## config.mk

```make
export PLATFORM = sky130hd
export DESIGN_NAME = cpu_stage_sequencer
export DESIGN_NICKNAME = d
export VERILOG_FILES = /design/src/rtl/cpu_stage_sequencer_pkg.sv /design/src/rtl/cpu_stage_sequencer_mem_access_watch.sv /design/src/rtl/cpu_stage_sequencer.sv
export SDC_FILE = /design/constraint.sdc
export NUM_CORES = 1
export LEC_CHECK = 0
export BUFFER_PORTS_ARGS = -buffer_cell sky130_fd_sc_hd__buf_2
export CAP_MARGIN = 20
export CORE_MARGIN = 5
export CORE_UTILIZATION = 39
export DETAILED_ROUTE_END_ITERATION = 10
export GPL_TIMING_DRIVEN = 1
export PLACE_DENSITY = 0.7
export SYNTH_ARGS = -nofsm -noshare
export SYNTH_HDL_FRONTEND = slang
export SYNTH_SLANG_ARGS = --single-unit
```

## constraint.sdc

```tcl
create_clock -name clk -period 2.4 [get_ports clk]
set_input_delay 0.24 -clock clk [delete_from_list [all_inputs] [get_ports clk]]
set_output_delay 0.24 -clock clk [all_outputs]
set_load 0.01 [all_outputs]
```

## src/rtl/cpu_stage_sequencer_pkg.sv

```systemverilog
// Shared definitions for the CPU stage sequencer and the control-unit decoder.
// Contents: phase state encoding, opcode constants, phase one-hot helper.
package cpu_stage_sequencer_pkg;

    // Instruction phase encoding; the decoder keys off the same values.
    typedef enum logic [1:0] {
        ST_FETCH     = 2'd0,
        ST_GETREGS   = 2'd1,
        ST_READMEM   = 2'd2,
        ST_WRITEBACK = 2'd3
    } phase_e;

    localparam int unsigned PHASE_N = 4;

    // Bit positions of each phase inside the one-hot phase vector.
    localparam int unsigned PH_FETCH_BIT     = 0;
    localparam int unsigned PH_GETREGS_BIT   = 1;
    localparam int unsigned PH_READMEM_BIT   = 2;
    localparam int unsigned PH_WRITEBACK_BIT = 3;

    // Opcode field of the instruction word as used by the control unit.
    localparam int unsigned OPCODE_W = 4;

    localparam logic [OPCODE_W-1:0] INSTR_NOP   = 4'h0;
    localparam logic [OPCODE_W-1:0] INSTR_ADD   = 4'h1;
    localparam logic [OPCODE_W-1:0] INSTR_SUB   = 4'h2;
    localparam logic [OPCODE_W-1:0] INSTR_AND   = 4'h3;
    localparam logic [OPCODE_W-1:0] INSTR_OR    = 4'h4;
    localparam logic [OPCODE_W-1:0] INSTR_LOAD  = 4'h5;
    localparam logic [OPCODE_W-1:0] INSTR_STORE = 4'h6;
    localparam logic [OPCODE_W-1:0] INSTR_PUSH  = 4'h7;
    localparam logic [OPCODE_W-1:0] INSTR_POP   = 4'h8;
    localparam logic [OPCODE_W-1:0] INSTR_JMP   = 4'h9;
    localparam logic [OPCODE_W-1:0] INSTR_JZ    = 4'hA;
    localparam logic [OPCODE_W-1:0] INSTR_HALT  = 4'hF;

    // One-hot phase vector for a phase state.
    function automatic logic [PHASE_N-1:0] phase_onehot(input phase_e ph);
        logic [PHASE_N-1:0] oh;
        oh = '0;
        case (ph)
            ST_FETCH:     oh[PH_FETCH_BIT]     = 1'b1;
            ST_GETREGS:   oh[PH_GETREGS_BIT]   = 1'b1;
            ST_READMEM:   oh[PH_READMEM_BIT]   = 1'b1;
            ST_WRITEBACK: oh[PH_WRITEBACK_BIT] = 1'b1;
            default:      oh[PH_FETCH_BIT]     = 1'b1;
        endcase
        return oh;
    endfunction

endpackage

```

## src/rtl/cpu_stage_sequencer_mem_access_watch.sv

```systemverilog
// Memory access tracker for one phase: remembers whether busy has been seen,
// detects access completion and runs the hung-access watchdog.
// Ports:
//   clk, rst_n   clock, async active-low reset
//   req          start from control unit (access requested in this phase)
//   busy         memory controller busy
//   phase_chg    phase is changing on the coming edge; clears tracking state
//   done_c       access complete this cycle (busy fell after being seen)
//   timeout_c    access still pending on its last allowed cycle
module mem_access_watch #(
    parameter int unsigned TIMEOUT_W = 8,
    parameter int unsigned TIMEOUT   = 200
) (
    input  logic clk,
    input  logic rst_n,
    input  logic req,
    input  logic busy,
    input  logic phase_chg,
    output logic done_c,
    output logic timeout_c
);

    localparam logic [TIMEOUT_W-1:0] WDOG_LAST = TIMEOUT_W'(TIMEOUT - 1);
    localparam logic [TIMEOUT_W-1:0] WDOG_MAX  = {TIMEOUT_W{1'b1}};

    logic                 seen_busy_q, seen_busy_d;
    logic [TIMEOUT_W-1:0] wdog_q, wdog_d;
    logic                 waiting_c;

    // Completion outranks the watchdog when both land on the same cycle.
    assign done_c    = req && seen_busy_q && !busy;
    assign waiting_c = req && !done_c;
    assign timeout_c = waiting_c && (wdog_q == WDOG_LAST);

    // Tracking state next value; busy without a request is stale and ignored.
    always_comb begin
        seen_busy_d = seen_busy_q;
        wdog_d      = wdog_q;
        if (phase_chg) begin
            seen_busy_d = 1'b0;
            wdog_d      = '0;
        end else begin
            if (req && busy) begin
                seen_busy_d = 1'b1;
            end
            if (waiting_c && (wdog_q != WDOG_MAX)) begin
                wdog_d = wdog_q + TIMEOUT_W'(1);
            end
        end
    end

    // Tracking state registers.
    always_ff @(posedge clk or negedge rst_n) begin
        if (!rst_n) begin
            seen_busy_q <= 1'b0;
            wdog_q      <= '0;
        end else begin
            seen_busy_q <= seen_busy_d;
            wdog_q      <= wdog_d;
        end
    end

endmodule

```

## src/rtl/cpu_stage_sequencer.sv

```systemverilog
// Instruction phase sequencer in front of the CPU control unit. Steps each
// instruction through fetch, getRegs, readMem, writeBack, stalling on the
// memory start/busy handshake, and latches the fetched instruction word.
// A hung memory access aborts back to fetch and raises sticky mem_timeout.
// Ports:
//   clk          system clock
//   reset        async active-low reset (release expected aligned to clk)
//   start        memory request for the current phase
//   busy         memory controller busy
//   q            memory read data, valid when busy falls
//   fetch/getRegs/readMem/writeBack  registered one-hot phase
//   instr        latched instruction word
//   instr_done   high on the final cycle of writeBack (combinational)
//   mem_timeout  sticky watchdog error flag
module cpu_stage_sequencer
    import cpu_stage_sequencer_pkg::*;
#(
    parameter int unsigned INSTR_WIDTH = 32,
    parameter int unsigned TIMEOUT_W   = 8,
    parameter int unsigned TIMEOUT     = 200
) (
    input  logic                   clk,
    input  logic                   reset,
    input  logic                   start,
    input  logic                   busy,
    input  logic [INSTR_WIDTH-1:0] q,
    output logic                   fetch,
    output logic                   getRegs,
    output logic                   readMem,
    output logic                   writeBack,
    output logic [INSTR_WIDTH-1:0] instr,
    output logic                   instr_done,
    output logic                   mem_timeout
);

    phase_e                 state_q, state_d;
    logic [PHASE_N-1:0]     phase_q, phase_d;
    logic [INSTR_WIDTH-1:0] instr_q, instr_d;
    logic                   mem_timeout_q, mem_timeout_d;
    logic                   done_c, timeout_c, phase_chg_c;

    // Per-phase access tracking and watchdog.
    mem_access_watch #(
        .TIMEOUT_W (TIMEOUT_W),
        .TIMEOUT   (TIMEOUT)
    ) u_watch (
        .clk       (clk),
        .rst_n     (reset),
        .req       (start),
        .busy      (busy),
        .phase_chg (phase_chg_c),
        .done_c    (done_c),
        .timeout_c (timeout_c)
    );

    // Next phase, instruction latch, error flag and end-of-instruction pulse.
    // A phase without a request lasts one cycle; fetch always waits for one.
    always_comb begin
        state_d       = state_q;
        instr_d       = instr_q;
        mem_timeout_d = mem_timeout_q;
        instr_done    = 1'b0;
        case (state_q)
            ST_FETCH: begin
                if (done_c) begin
                    state_d = ST_GETREGS;
                    instr_d = q;
                end
            end
            ST_GETREGS: begin
                if (!start || done_c) begin
                    state_d = ST_READMEM;
                end
            end
            ST_READMEM: begin
                if (!start || done_c) begin
                    state_d = ST_WRITEBACK;
                end
            end
            ST_WRITEBACK: begin
                if (!start || done_c) begin
                    state_d    = ST_FETCH;
                    instr_done = 1'b1;
                end
            end
            default: begin
                state_d = ST_FETCH;
            end
        endcase
        if (timeout_c) begin
            state_d       = ST_FETCH;
            instr_d       = instr_q;
            mem_timeout_d = 1'b1;
            instr_done    = 1'b0;
        end
        // An abort during fetch restarts fetch, so it counts as a phase change.
        phase_chg_c = timeout_c || (state_d != state_q);
        phase_d     = phase_onehot(state_d);
    end

    // Phase, instruction and error registers.
    always_ff @(posedge clk or negedge reset) begin
        if (!reset) begin
            state_q       <= ST_FETCH;
            phase_q       <= phase_onehot(ST_FETCH);
            instr_q       <= '0;
            mem_timeout_q <= 1'b0;
        end else begin
            state_q       <= state_d;
            phase_q       <= phase_d;
            instr_q       <= instr_d;
            mem_timeout_q <= mem_timeout_d;
        end
    end

    assign fetch       = phase_q[PH_FETCH_BIT];
    assign getRegs     = phase_q[PH_GETREGS_BIT];
    assign readMem     = phase_q[PH_READMEM_BIT];
    assign writeBack   = phase_q[PH_WRITEBACK_BIT];
    assign instr       = instr_q;
    assign mem_timeout = mem_timeout_q;

endmodule

```

; Yosys cells after proc, flatten, opt, wreduce, memory -nomap -nowiden
; Cells that the tools add are included.
[classes]
bitwise = 1
add_sub_neg = 1
eq_ne = 9
reduce_logical = 16
mux = 17
[ops]
columns = op, count
row1 = two-way mux 8 bit, 2
row2 = two-way mux 2 bit, 5
row3 = two-way mux 1 bit, 9
row4 = "adder 8 x 1 -> 8 bit, second input constant", 1
row5 = "equality test 2 bit, second input constant", 4
row6 = "equality test 8 bit, second input constant", 1
row7 = "inequality test 8 bit, second input constant", 1
row8 = case mux 2 bit (4 select lines), 1
row9 = logical AND 1 bit, 6
row10 = "equality test 2 x 1 -> 1 bit, second input constant", 2
row11 = zero test 2 bit, 2
row12 = nonzero test 2 bit, 2
row13 = zero test 1 bit, 3
row14 = AND reduction 3 bit, 1
row15 = logical OR 1 bit, 2
row16 = inequality test 2 bit, 1
row17 = inverter 1 bit, 1
[totals]
out_inout_bits = 38
elab_cells = 50
in_bits = 36
regBits = 48

; Longest topological paths before layout
[logic_depth]
ltp_word = 9
mapped_depth = 6
depth_no_buf = 5

; Cells and area by module
; Synthesis repeated with hierarchy kept, for this count alone.
[unflattened]
cells_unflattened = 156
area_unflattened_um2 = 2073.2
[modules_own_cells]
columns = mod, instances, area_per_inst_um2, seq_area_each_um2, cells_per_inst
row1 = cpu_stage_sequencer, 1, 1555.2, 977.2, 102
row2 = mem_access_watch, 1, 518.0, 225.2, 54

; Least setup slack after synthesis
; No wires, ideal clock.
[synth_path]
path_kind = flip-flop to flip-flop
startpoint = register u_watch.wdog_q[0]
endpoint = register u_watch.wdog_q[2]
t_arrival_ps = 1553
slack_ps = 713
required_ps = 2265
setup_time_ps = 135
synth_period_minus_slack_ps = 1687
stages_incl_launch_ff = 7
n_path_buf = 1
path_cell_list = dfrtp_1 -> ha_1 -> nand3_1 -> or4_1 -> buf_2 -> a21oi_4 -> a311oi_1
[synth_between]
elab_chain_cells = 6
elab_cells_between_ends = 11
cone_classes = add/sub: 1 / eq/ne: 3 / mux: 3 / reduce/logical: 4
[synth_rtl]
columns = element, line_no
row1 = start: declaration, cpu_stage_sequencer_mem_access_watch.sv:27  ; logic [TIMEOUT_W-1:0] wdog_q, wdog_d;
row2 = start signal: assignment, cpu_stage_sequencer_mem_access_watch.sv:59  ; wdog_q <= wdog_d;
row3 = branches (longest 6 deep; another with adder 8 x 1 -> 8 bit), n/a
; Several ways; the timed one is not identified. The select of a mux whose other input is x is not followed.
; A chain may end at the register's enable or synchronous reset.

; Final worst setup path
; Ends and elaborated chain as after synthesis.

==> impl_results.md <==
- Status: completed
- H-tree depth: 2
- WHS: 0.166 ns
- Worst path required time: 2.59 ns
- Sw Share: 0.325
- Max Fclk: 0.520 GHz
- Starting Density: 0.408
- Total Wirelength: 4130 um
- Hold Path End: instr[6]
- Synth Area per Inst: 13.2 um2
- Startpoint Class: flop
- Wirelength per Cell: 14.1 um
- Core ar.: 0.00479 mm2
- FP Rows: 25
- Chip height: 80.8 um
- Final Setup Violations: 0
- WHS Path Cells: 2
- Reg2reg end: u_watch.wdog_q[2]
- Post-CTS Setup Inserts: 0
- Actual slew at the worst max-slew pin: 0.764 ns
- Int Pwr: 1.91 mW
- Total power: 2.83 mW
- Worst Slack Setup Final: 0.476 ns
- Antenna violations before repair: 0
- Nets: 262
- Worst min-delay path class: input pin to flop
- RSZ-0062 raised after global routing: no
- Clock skew: 0.00457 ns
- Finished Core Util: 0.521
- Ports: 74
- Vias: 1421
- Critical path type: flop to flop
- CTS tree: done
- Cts hold-fix bufs: 1
- Total track usage: 0.132
- Vias per Instance: 4.85
- Worst Hold Launch: q[6]
- Global placement routability congestion: 0.814
- Worst vdd ir: 0.454 mV
- Total CTS buffers: 5
- Largest net degree at the start of global routing: 33
- Share of cells above drive strength 1: 0.518
- Clock tree root driver cell: clkbuf_8
- Most common cell after layout, fill and taps aside: buf_2
- I/O Buffers: 73
- Most frequent cells in the layout: 73 x buf_2, 47 x dfrtp_1, 31 x mux2_2
- Worst r2r src: u_watch.wdog_q[0]
- Final hold violation count: 0
- Worst-case reg-to-reg path depth: 5
- NetSw: 0.919 mW
- Fillers: 434
- Sequential Power Share: 0.462
- Netlist cell types: 28
- Width of the die: 80.8 um
- Routed Antenna Nets: 0
- GRT Residual Overflow: 0
- # DRC: 0
- Cells after Synth: 148
- Max cap viols: 0
- Post-place setup slack: 0.440 ns
- Reg clk slew, reported paths: 0.09 ns
- 1st-iter DRT viols: 56
- R2R setup slack: 0.48 ns
- PD cells: 1130 mW/mm2
- Syn-to-layout area delta: 27.7%
- Period Utilization, post-route: 0.802
- Register bit total from synthesis: 48
- Crit Path Max Fanout: 11
- Yosys warns: 0
- CTS sink cnt: 48
- Number of global-route vias before repair: 1426
- First-pass GRT wire length: 6590 um
- Clock network power share: 0.175
- DP Wirelength: 3130 um
- DR pass1 iterations: 4
- Combinational share of power: 0.363
- Syn Nets: 185
- Clk Latency, worst-skew pair: 0.29 ns
- Clock Path Buffers: 2
- Pins Over Slew Limit: 0
- Fin Setup TNS: 0 ns
- Leakage: 1.21 nW
- Post-Syn Area: 0.00195 mm2
- Post_cts resized: 0
- Full die area: 0.00653 mm2
- Number of diodes: 0
- Endpoint type of the worst setup path: flop
- Crit path DAT: 2.12 ns
- Minimum clock period: 1.92 ns
- Post-synthesis sequential area ratio: 0.615
- Slew HR: 0.489
[layer usage]
metal / routed length [um] / vias up / track usage
li1: - / 681 / -
met1: 1730 / 677 / 0.154
met2: 2040 / 58 / 0.228
met3: 307 / 5 / 0.0410
met4: 55 / 0 / 0.0456
met5: 0 / - / 0
[per-stage QoR]
step	cells	cell area (um2)
CTS	293	2490
global placement	284	2390
floorplan	148	1950
finish	293	2490
detailed placement	284	2390
global route	293	2490
[cells in the mapped netlist (all sizes together)]
master / count / share of area
dfrtp: 47 / 0.60
mux2: 32 / 0.18
a21oi: 12 / 0.036
nand3: 8 / 0.020
buf: 7 / 0.018
nand2: 6 / 0.012
nor2: 5 / 0.0096
o21ai: 4 / 0.010
o31ai: 4 / 0.015
or4: 4 / 0.015
inv: 3 / 0.0058
or3: 2 / 0.0064
a211o: 1 / 0.0045
a311oi: 1 / 0.0045
and2: 1 / 0.0032
and3: 1 / 0.0032
dfstp: 1 / 0.013
ha: 1 / 0.0064
mux2i: 1 / 0.0051
nand2b: 1 / 0.0032
nand4: 1 / 0.0032
nor3: 1 / 0.0026
o211ai: 1 / 0.0038
or2: 1 / 0.0032
or2b: 1 / 0.0038
xor2: 1 / 0.0045
[cells by family after synthesis]
logic type,count (synthesis),share of synthesized area
adder cells (fa/ha/maj),1,0.00640
multiplexers,33,0.189
AND/OR/NAND/NOR,32,0.0858
XOR/XNOR,1,0.00448
buffers and inverters,10,0.0237
flip-flops,48,0.615
AO/OA/AOI/OAI,23,0.0749
[flip-flops by register name, indices dropped and copies added, names as in the netlist]
register             flops
u_watch.wdog_q           8
phase_q                  4
instr                   32
u_watch.seen_busy_q      1
mem_timeout              1
state_q                  2
[area by class of cell]
| class | count | area [um2] | share of cell area |
|---|---|---|---|
| Timing Repair Buffer | 77 | 398 | 0.159 |
| Clock inverter | 1 | 7.51 | 0.00301 |
| Clock buffer | 7 | 86.3 | 0.0346 |
| Tap cell | 67 | 83.8 | 0.0336 |
| Inverter | 3 | 11.3 | 0.00451 |
| Multi-Input combinational cell | 90 | 706 | 0.283 |
| Sequential cell | 48 | 1200 | 0.482 |
[worst max-delay path: stages (launching register included)]
cell and delay, ns:
dfrtp_1 0.39, ha_1 0.24, nand3_1 0.13, o211ai_1 0.65
inv_1 0.10, a311oi_1 0.31
[worst max-delay path by stage]
stage	from	end	slack [ns]	cells after the start
CTS	u_watch.wdog_q[0]	u_watch.wdog_q[2]	0.46	5
global route	u_watch.wdog_q[0]	u_watch.wdog_q[2]	0.33	5
finish	u_watch.wdog_q[0]	u_watch.wdog_q[2]	0.48	5
floorplan	u_watch.wdog_q[0]	u_watch.wdog_q[2]	0.71	6
global placement	u_watch.wdog_q[0]	u_watch.wdog_q[6]	0.58	5
detailed placement	u_watch.wdog_q[0]	u_watch.wdog_q[2]	0.44	5
[power groups by stage]
stage | registers, mW | clock network [mW] | logic, mW
after floorplan | 1.48 | 0 | 0.442
after global placement | 1.31 | 0 | 1.02
after detailed placement | 1.33 | 0 | 1.05
after CTS | 1.31 | 0.512 | 1.05
after global routing | 1.35 | 0.553 | 1.12
final | 1.31 | 0.494 | 1.02
Note: power is estimated with default switching activity, not from simulation.
